`src/rtl/axi_lite_pkg.sv`:
```
`default_nettype none
// ============================================================================
//  Module      : axi_lite_pkg
//  Description : Shared AXI4-Lite constants: response codes and the state
//                encodings of the AXI-Lite register master.
//  Contents    : RESP_* response codes, state_t type, c_st_* state encodings
//  Revision    : 1.0 - initial release
// ============================================================================
package axi_lite_pkg;

    // AXI response codes
    localparam logic [1:0] RESP_OKAY    = 2'b00;
    localparam logic [1:0] RESP_SLVERR  = 2'b10;
    localparam logic [1:0] RESP_DECERR  = 2'b11;
    // Code reported to the command source when the master aborts on timeout
    localparam logic [1:0] RESP_TIMEOUT = 2'b11;

    // Register-master state encoding
    typedef logic [2:0] state_t;

    localparam state_t c_st_idle    = 3'd0;
    localparam state_t c_st_wr_req  = 3'd1;
    localparam state_t c_st_wr_resp = 3'd2;
    localparam state_t c_st_rd_req  = 3'd3;
    localparam state_t c_st_rd_resp = 3'd4;
    localparam state_t c_st_resp    = 3'd5;

endpackage
`default_nettype wire

```
`src/rtl/axi_lite_reg_master.sv`:
```
`default_nettype none
// ============================================================================
//  Module      : axi_lite_reg_master
//  Description : Converts a single-beat command/response interface into
//                AXI4-Lite read/write transactions, one outstanding at a
//                time, with a per-transaction abort timeout.
//  Ports       : i_axi_clk / i_axi_rst (sync, active-low)
//                cmd  : i_cmd_valid/o_cmd_ready, i_cmd_write, i_cmd_addr,
//                       i_cmd_data, i_cmd_strb
//                rsp  : o_rsp_valid/i_rsp_ready, o_rsp_data, o_rsp_resp,
//                       o_rsp_timeout
//                AXI  : AW, W, B, AR, R channels (master side)
//  Revision    : 1.0 - initial release
// ============================================================================
module axi_lite_reg_master
    import axi_lite_pkg::*;
#(
    parameter int ADDR_WIDTH     = 16,
    parameter int DATA_WIDTH     = 32,
    parameter int STROBE_WIDTH   = DATA_WIDTH / 8,
    parameter int TIMEOUT_CYCLES = 256
) (
    input  logic                    i_axi_clk,
    input  logic                    i_axi_rst,
    // command interface
    input  logic                    i_cmd_valid,
    output logic                    o_cmd_ready,
    input  logic                    i_cmd_write,
    input  logic [ADDR_WIDTH-1:0]   i_cmd_addr,
    input  logic [DATA_WIDTH-1:0]   i_cmd_data,
    input  logic [STROBE_WIDTH-1:0] i_cmd_strb,
    // response interface
    output logic                    o_rsp_valid,
    input  logic                    i_rsp_ready,
    output logic [DATA_WIDTH-1:0]   o_rsp_data,
    output logic [1:0]              o_rsp_resp,
    output logic                    o_rsp_timeout,
    // AXI write address
    output logic                    o_awvalid,
    input  logic                    i_awready,
    output logic [ADDR_WIDTH-1:0]   o_awaddr,
    // AXI write data
    output logic                    o_wvalid,
    input  logic                    i_wready,
    output logic [STROBE_WIDTH-1:0] o_wstrb,
    output logic [DATA_WIDTH-1:0]   o_wdata,
    // AXI write response
    input  logic                    i_bvalid,
    output logic                    o_bready,
    input  logic [1:0]              i_bresp,
    // AXI read address
    output logic                    o_arvalid,
    input  logic                    i_arready,
    output logic [ADDR_WIDTH-1:0]   o_araddr,
    // AXI read data
    input  logic                    i_rvalid,
    output logic                    o_rready,
    input  logic [1:0]              i_rresp,
    input  logic [DATA_WIDTH-1:0]   i_rdata
);

    // A zero TIMEOUT_CYCLES disables the timeout; keep a 1-bit counter then.
    localparam int c_cnt_w = (TIMEOUT_CYCLES > 0) ? $clog2(TIMEOUT_CYCLES + 1) : 1;
    // The abort is taken on the edge where the counter would step onto
    // TIMEOUT_CYCLES, so the pre-edge value compared is one less.
    localparam logic [c_cnt_w-1:0] c_cnt_last =
        (TIMEOUT_CYCLES > 0) ? c_cnt_w'(TIMEOUT_CYCLES - 1) : '0;

    // registered state and outputs
    state_t                  r_state;
    logic [c_cnt_w-1:0]      r_cnt;
    logic                    r_cmd_ready;
    logic                    r_awvalid;
    logic                    r_wvalid;
    logic                    r_bready;
    logic                    r_arvalid;
    logic                    r_rready;
    logic [ADDR_WIDTH-1:0]   r_addr;
    logic [DATA_WIDTH-1:0]   r_wdata;
    logic [STROBE_WIDTH-1:0] r_wstrb;
    logic                    r_rsp_valid;
    logic [DATA_WIDTH-1:0]   r_rsp_data;
    logic [1:0]              r_rsp_resp;
    logic                    r_rsp_timeout;

    // next-state values
    state_t                  w_state_nxt;
    logic [c_cnt_w-1:0]      w_cnt_nxt;
    logic                    w_cmd_ready_nxt;
    logic                    w_awvalid_nxt;
    logic                    w_wvalid_nxt;
    logic                    w_bready_nxt;
    logic                    w_arvalid_nxt;
    logic                    w_rready_nxt;
    logic [ADDR_WIDTH-1:0]   w_addr_nxt;
    logic [DATA_WIDTH-1:0]   w_wdata_nxt;
    logic [STROBE_WIDTH-1:0] w_wstrb_nxt;
    logic                    w_rsp_valid_nxt;
    logic [DATA_WIDTH-1:0]   w_rsp_data_nxt;
    logic [1:0]              w_rsp_resp_nxt;
    logic                    w_rsp_timeout_nxt;

    logic                    w_active;
    logic                    w_timeout_hit;
    logic                    w_completion;

    always_comb begin
        w_state_nxt       = r_state;
        w_cnt_nxt         = r_cnt;
        w_awvalid_nxt     = r_awvalid;
        w_wvalid_nxt      = r_wvalid;
        w_bready_nxt      = r_bready;
        w_arvalid_nxt     = r_arvalid;
        w_rready_nxt      = r_rready;
        w_addr_nxt        = r_addr;
        w_wdata_nxt       = r_wdata;
        w_wstrb_nxt       = r_wstrb;
        w_rsp_valid_nxt   = r_rsp_valid;
        w_rsp_data_nxt    = r_rsp_data;
        w_rsp_resp_nxt    = r_rsp_resp;
        w_rsp_timeout_nxt = r_rsp_timeout;

        w_active      = (r_state == c_st_wr_req) || (r_state == c_st_wr_resp) ||
                        (r_state == c_st_rd_req) || (r_state == c_st_rd_resp);
        w_timeout_hit = (TIMEOUT_CYCLES > 0) && w_active && (r_cnt == c_cnt_last);
        // Only the final B/R handshake counts as completion; it beats a
        // timeout landing on the same edge.
        w_completion  = ((r_state == c_st_wr_resp) && r_bready && i_bvalid) ||
                        ((r_state == c_st_rd_resp) && r_rready && i_rvalid);

        if (w_active) begin
            w_cnt_nxt = r_cnt + 1'b1;
        end

        case (r_state)
            c_st_idle: begin
                if (r_cmd_ready && i_cmd_valid) begin
                    w_cnt_nxt   = '0;
                    w_addr_nxt  = i_cmd_addr;
                    w_wdata_nxt = i_cmd_data;
                    w_wstrb_nxt = i_cmd_strb;
                    if (i_cmd_write) begin
                        w_awvalid_nxt = 1'b1;
                        w_wvalid_nxt  = 1'b1;
                        w_state_nxt   = c_st_wr_req;
                    end else begin
                        w_arvalid_nxt = 1'b1;
                        w_state_nxt   = c_st_rd_req;
                    end
                end
            end
            c_st_wr_req: begin
                // AW and W retire independently; move on once both are gone.
                w_awvalid_nxt = r_awvalid && !i_awready;
                w_wvalid_nxt  = r_wvalid && !i_wready;
                if (!w_awvalid_nxt && !w_wvalid_nxt) begin
                    w_bready_nxt = 1'b1;
                    w_state_nxt  = c_st_wr_resp;
                end
            end
            c_st_wr_resp: begin
                if (r_bready && i_bvalid) begin
                    w_bready_nxt      = 1'b0;
                    w_rsp_valid_nxt   = 1'b1;
                    w_rsp_data_nxt    = '0;
                    w_rsp_resp_nxt    = i_bresp;
                    w_rsp_timeout_nxt = 1'b0;
                    w_state_nxt       = c_st_resp;
                end
            end
            c_st_rd_req: begin
                if (r_arvalid && i_arready) begin
                    w_arvalid_nxt = 1'b0;
                    w_rready_nxt  = 1'b1;
                    w_state_nxt   = c_st_rd_resp;
                end
            end
            c_st_rd_resp: begin
                if (r_rready && i_rvalid) begin
                    w_rready_nxt      = 1'b0;
                    w_rsp_valid_nxt   = 1'b1;
                    w_rsp_data_nxt    = i_rdata;
                    w_rsp_resp_nxt    = i_rresp;
                    w_rsp_timeout_nxt = 1'b0;
                    w_state_nxt       = c_st_resp;
                end
            end
            c_st_resp: begin
                if (r_rsp_valid && i_rsp_ready) begin
                    w_rsp_valid_nxt = 1'b0;
                    w_state_nxt     = c_st_idle;
                end
            end
            default: begin
                w_state_nxt = c_st_idle;
            end
        endcase

        // Abort: withdraw every AXI request and report a synthetic response.
        if (w_timeout_hit && !w_completion) begin
            w_awvalid_nxt     = 1'b0;
            w_wvalid_nxt      = 1'b0;
            w_bready_nxt      = 1'b0;
            w_arvalid_nxt     = 1'b0;
            w_rready_nxt      = 1'b0;
            w_rsp_valid_nxt   = 1'b1;
            w_rsp_data_nxt    = '0;
            w_rsp_resp_nxt    = RESP_TIMEOUT;
            w_rsp_timeout_nxt = 1'b1;
            w_state_nxt       = c_st_resp;
        end

        // Registered ready: high exactly while the FSM sits in IDLE.
        w_cmd_ready_nxt = (w_state_nxt == c_st_idle);
    end

    always_ff @(posedge i_axi_clk) begin
        if (!i_axi_rst) begin
            r_state       <= c_st_idle;
            r_cnt         <= '0;
            r_cmd_ready   <= 1'b0;
            r_awvalid     <= 1'b0;
            r_wvalid      <= 1'b0;
            r_bready      <= 1'b0;
            r_arvalid     <= 1'b0;
            r_rready      <= 1'b0;
            r_addr        <= '0;
            r_wdata       <= '0;
            r_wstrb       <= '0;
            r_rsp_valid   <= 1'b0;
            r_rsp_data    <= '0;
            r_rsp_resp    <= RESP_OKAY;
            r_rsp_timeout <= 1'b0;
        end else begin
            r_state       <= w_state_nxt;
            r_cnt         <= w_cnt_nxt;
            r_cmd_ready   <= w_cmd_ready_nxt;
            r_awvalid     <= w_awvalid_nxt;
            r_wvalid      <= w_wvalid_nxt;
            r_bready      <= w_bready_nxt;
            r_arvalid     <= w_arvalid_nxt;
            r_rready      <= w_rready_nxt;
            r_addr        <= w_addr_nxt;
            r_wdata       <= w_wdata_nxt;
            r_wstrb       <= w_wstrb_nxt;
            r_rsp_valid   <= w_rsp_valid_nxt;
            r_rsp_data    <= w_rsp_data_nxt;
            r_rsp_resp    <= w_rsp_resp_nxt;
            r_rsp_timeout <= w_rsp_timeout_nxt;
        end
    end

    assign o_cmd_ready   = r_cmd_ready;
    assign o_awvalid     = r_awvalid;
    assign o_awaddr      = r_addr;
    assign o_wvalid      = r_wvalid;
    assign o_wdata       = r_wdata;
    assign o_wstrb       = r_wstrb;
    assign o_bready      = r_bready;
    assign o_arvalid     = r_arvalid;
    assign o_araddr      = r_addr;
    assign o_rready      = r_rready;
    assign o_rsp_valid   = r_rsp_valid;
    assign o_rsp_data    = r_rsp_data;
    assign o_rsp_resp    = r_rsp_resp;
    assign o_rsp_timeout = r_rsp_timeout;

endmodule
`default_nettype wire

```
`config.mk`:
```
export PLATFORM = sky130hd
export DESIGN_NAME = axi_lite_reg_master
export DESIGN_NICKNAME = d
export VERILOG_FILES = /design/src/rtl/axi_lite_pkg.sv /design/src/rtl/axi_lite_reg_master.sv
export SDC_FILE = /design/constraint.sdc
export NUM_CORES = 1
export LEC_CHECK = 0
export CAP_MARGIN = 15
export CORE_MARGIN = 2
export CORE_UTILIZATION = 41
export DETAILED_ROUTE_END_ITERATION = 8
export MAX_ROUTING_LAYER = met4
export PLACE_DENSITY = 0.81
export SYNTH_ARGS = -nofsm -noshare
export SYNTH_HDL_FRONTEND = slang
export SYNTH_SLANG_ARGS = --single-unit
export TNS_END_PERCENT = 1
```
`constraint.sdc`:
```
create_clock -name i_axi_clk -period 2.1 [get_ports i_axi_clk]
set_input_delay 0.42 -clock i_axi_clk [delete_from_list [all_inputs] [get_ports i_axi_clk]]
set_output_delay 0.42 -clock i_axi_clk [all_outputs]
set_load 0.01 [all_outputs]
```
==> flow_metrics.env <==
export IMPL_grt_max_degree=56
export IMPL_overflow=0
export IMPL_outcome="finished clean"
export IMPL_crit_type="reg -> reg"
export IMPL_period_needed_ns=1.905
export IMPL_netlist_instances=522
export IMPL_first_pass_iters=4
export IMPL_setup_violations=0
export IMPL_yosys_register_bits=106
export IMPL_multi_input_area_um2=1912
export IMPL_wl_per_cell_um=14.88
export IMPL_detail_route_antenna_nets=0
export IMPL_area_growth_pct=53.01
export IMPL_cts_tree="yes"
export IMPL_hold_depth=2
export IMPL_rrSetupSlack_ns=0.19
export IMPL_vias=4307
export IMPL_period_share=0.9072
export IMPL_wl_mm=12.51
export IMPL_mostFrequentLayoutCells="clkdlybuf4s50_1, nand2_1, dfxtp_1, a21oi_1, nand3_1"
export IMPL_tightest_slew_ns=0.5815
export IMPL_antennaDiodeCount=0
export IMPL_synth_warnings=0
export IMPL_final_common_cell="clkdlybuf4s50_1"
export IMPL_grt_pass1_wl_mm=19.71
export IMPL_crit_fanout=3
export IMPL_gp_congestion=0.8807
export IMPL_grtUsageTotal=0.2169
export IMPL_regArea_um2=2123
export IMPL_p_leak_nw=2.187
export IMPL_syn_cell_area_um2=4350
export IMPL_crit_top_cell="ha_1"
export IMPL_path_cells="ha_1 -> nand3_1 -> nor2_1 -> ha_1 -> nor3b_2 -> or3_1 -> buf_4 -> nor4_2"
export IMPL_min_from="o_wdata[6]"
export IMPL_required_ns=2.36
export IMPL_grt_pass1_vias=4125
export IMPL_cts_setup_buffers=0
export IMPL_floorplan_initialDensity=0.4214
export IMPL_slowest_delay_ns=0.36
export IMPL_drc=0
export IMPL_worst_clock_skew_ns=0.01491
export IMPL_drv_cap=0
export IMPL_dp_hpwl_mm=9.086
export IMPL_clock_sinks=106
export IMPL_max_vdd_ir_drop_v=0.0003695
export IMPL_r2r_end="o_cmd_ready"
export IMPL_ys_types=43
export IMPL_layout_drive_gt1_share=0.08936
export IMPL_worstSetupEndpointType="flop"
export IMPL_io_pins=208
export IMPL_vias_per_cell=5.121
export IMPL_post_route_worst_setup_slack_ns=0.1949
export IMPL_powerDensity_nw_per_um2=664.9
export IMPL_coreArea_um2=10320
export IMPL_first_iter_violations=233
export IMPL_h_tree_depth=3
export IMPL_setup_tns_final_ns=0
export IMPL_die_x_um=107.0
export IMPL_finalNonFillerCells=841
export IMPL_design_die_area_um2=11450
export IMPL_cts_root_buffer="clkbuf_8"
export IMPL_clk_latency_ns=0.36
export IMPL_cts_max_path_buffers=2
export IMPL_cts_buffers=9
export IMPL_crit_slowest_cell="or3_1"
export IMPL_final_nets=800
export IMPL_crit_arrival_ns=2.16
export IMPL_synth_avg_cell_area_um2=8.334
export IMPL_hold_end="o_wdata[6]"
export IMPL_drv_slew=0
export IMPL_pre_cts_ws_ns=0.02270
export IMPL_reg2regPathDepth=8
export IMPL_cts_clk_slew_worst_paths_ns=0.10
export IMPL_core_rowCount=37
export IMPL_hold_path_class="reg -> reg"
export IMPL_hold_viol=0
export IMPL_cts_hold_buf=0
export IMPL_fmax_mhz=524.9
export IMPL_slew_limit_headroom=0.6124
export IMPL_post_cts_resized=0
export IMPL_reg2reg_from="r_cnt[0]"
export IMPL_portBuffers=207
export IMPL_rsz0062_at_grt="false"
export IMPL_ys_seq_area_frac=0.4878
export IMPL_start_kind="flop"
export IMPL_dp_cells=825
export IMPL_fp_dieH_um=107.0
export IMPL_n_fill_cell=872
export IMPL_antenna_found_initial=0
export IMPL_syn_nets=622
## per-stage QoR
| step | hold WS, ns | power, W | instance area, µm² | util |
|---|---|---|---|---|
| global route | 0.4748 | 0.004630 | 6656 | 0.6448 |
| finish | 0.4581 | 0.004426 | 6656 | 0.6448 |
| floorplan | 0.4705 | 0.002721 | 4350 | - |
| detailed placement | 0.4478 | 0.003245 | 6467 | 0.6265 |
| CTS | 0.4605 | 0.004458 | 6655 | 0.6446 |
| global placement | 0.4407 | 0.003221 | 6467 | 0.6265 |
## critical path, delay by kind of cell (launching register included)
kind                       cells  cell delay [ns]
and+or+nand+nor                5             0.93
adders and majority gates      2             0.40
buffers and inverters          1             0.16
DFF                            1             0.34
## flip-flops by register name (all words and copies together), names as in the netlist
register / flops
o_araddr: 16
o_rsp_timeout: 1
o_arvalid: 1
o_bready: 1
r_cnt: 9
o_wstrb: 4
o_rsp_valid: 1
o_wdata: 32
o_rsp_resp: 2
o_cmd_ready: 1
o_awvalid: 1
r_state: 3
o_rsp_data: 32
o_wvalid: 1
o_rready: 1
## cell type report
cell class / instances / share of cell area
inverter: 5 / 0.002820
sequential: 106 / 0.3190
clock buffer: 12 / 0.02030
clock inverter: 4 / 0.007895
multi-input combinational: 353 / 0.2872
tap: 136 / 0.02556
timing repair buffer: 225 / 0.3372
## worst max path at each step
stage | start | endpoint | slack (ns) | cells after the start
after floorplan | r_cnt[0] | r_state[0] | 0.29 | 7
after global placement | i_bvalid | o_cmd_ready | 0.09 | 4
after detailed placement | i_rvalid | o_rsp_data[2] | 0.02 | 6
after CTS | r_state[2] | o_cmd_ready | 0.06 | 4
after global routing | r_cnt[0] | o_rsp_data[7] | 0.003 | 8
final | r_cnt[0] | o_cmd_ready | 0.19 | 8
## kinds of logic (layout without fill, tap and decap cells)
| kind of cell | after synthesis | count (layout) | share of synthesized area |
|---|---|---|---|
| multiplexers | 2 | 2 | 0.004602 |
| AND/OR/NAND/NOR | 233 | 233 | 0.2580 |
| adder cells (fa/ha/maj) | 2 | 2 | 0.005751 |
| buffers and inverters | 63 | 246 | 0.07650 |
| XOR/XNOR | 7 | 7 | 0.01409 |
| AO/OA/AOI/OAI | 109 | 109 | 0.1533 |
| flip-flops | 106 | 106 | 0.4878 |
## metal layers
metal,GRT usage,routed length (µm)
met1,0.2631,5333
met2,0.3626,6143
met3,0.03891,737
met4,0.07885,297
met5,-,0
## cells in the mapped netlist (all sizes together)
cell,count,area share
o31a,1,0.0020
a31o,1,0.0020
nor2b,2,0.0029
ha,2,0.0058
and2,2,0.0029
nand3,36,0.041
o21ai,3,0.0035
dfxtp,106,0.49
a21oi,91,0.12
nand2,120,0.10
a211oi,4,0.0069
o21a,3,0.0052
nand2b,4,0.0063
a21boi,1,0.0017
a311oi,1,0.0020
a2bb2oi,1,0.0020
buf,28,0.046
and4bb,1,0.0029
inv,5,0.0043
a31oi,1,0.0014
nor4,7,0.012
and4,1,0.0020
a32oi,1,0.0020
nand4,35,0.050
o41a,1,0.0026
or4b,1,0.0032
nor2,15,0.014
xnor2,7,0.014
mux2i,2,0.0046
clkbuf,30,0.026
nor3,4,0.0083
or3,2,0.0029
nor3b,3,0.0063
## power breakdown
part,total [W],internal (W),switching [W]
Sequential,0.00221,0.00213,0.0000811
Clock,0.00123,0.000554,0.000672
Combinational,0.000993,0.000526,0.000468
Note: power is estimated with default switching activity, not from simulation.
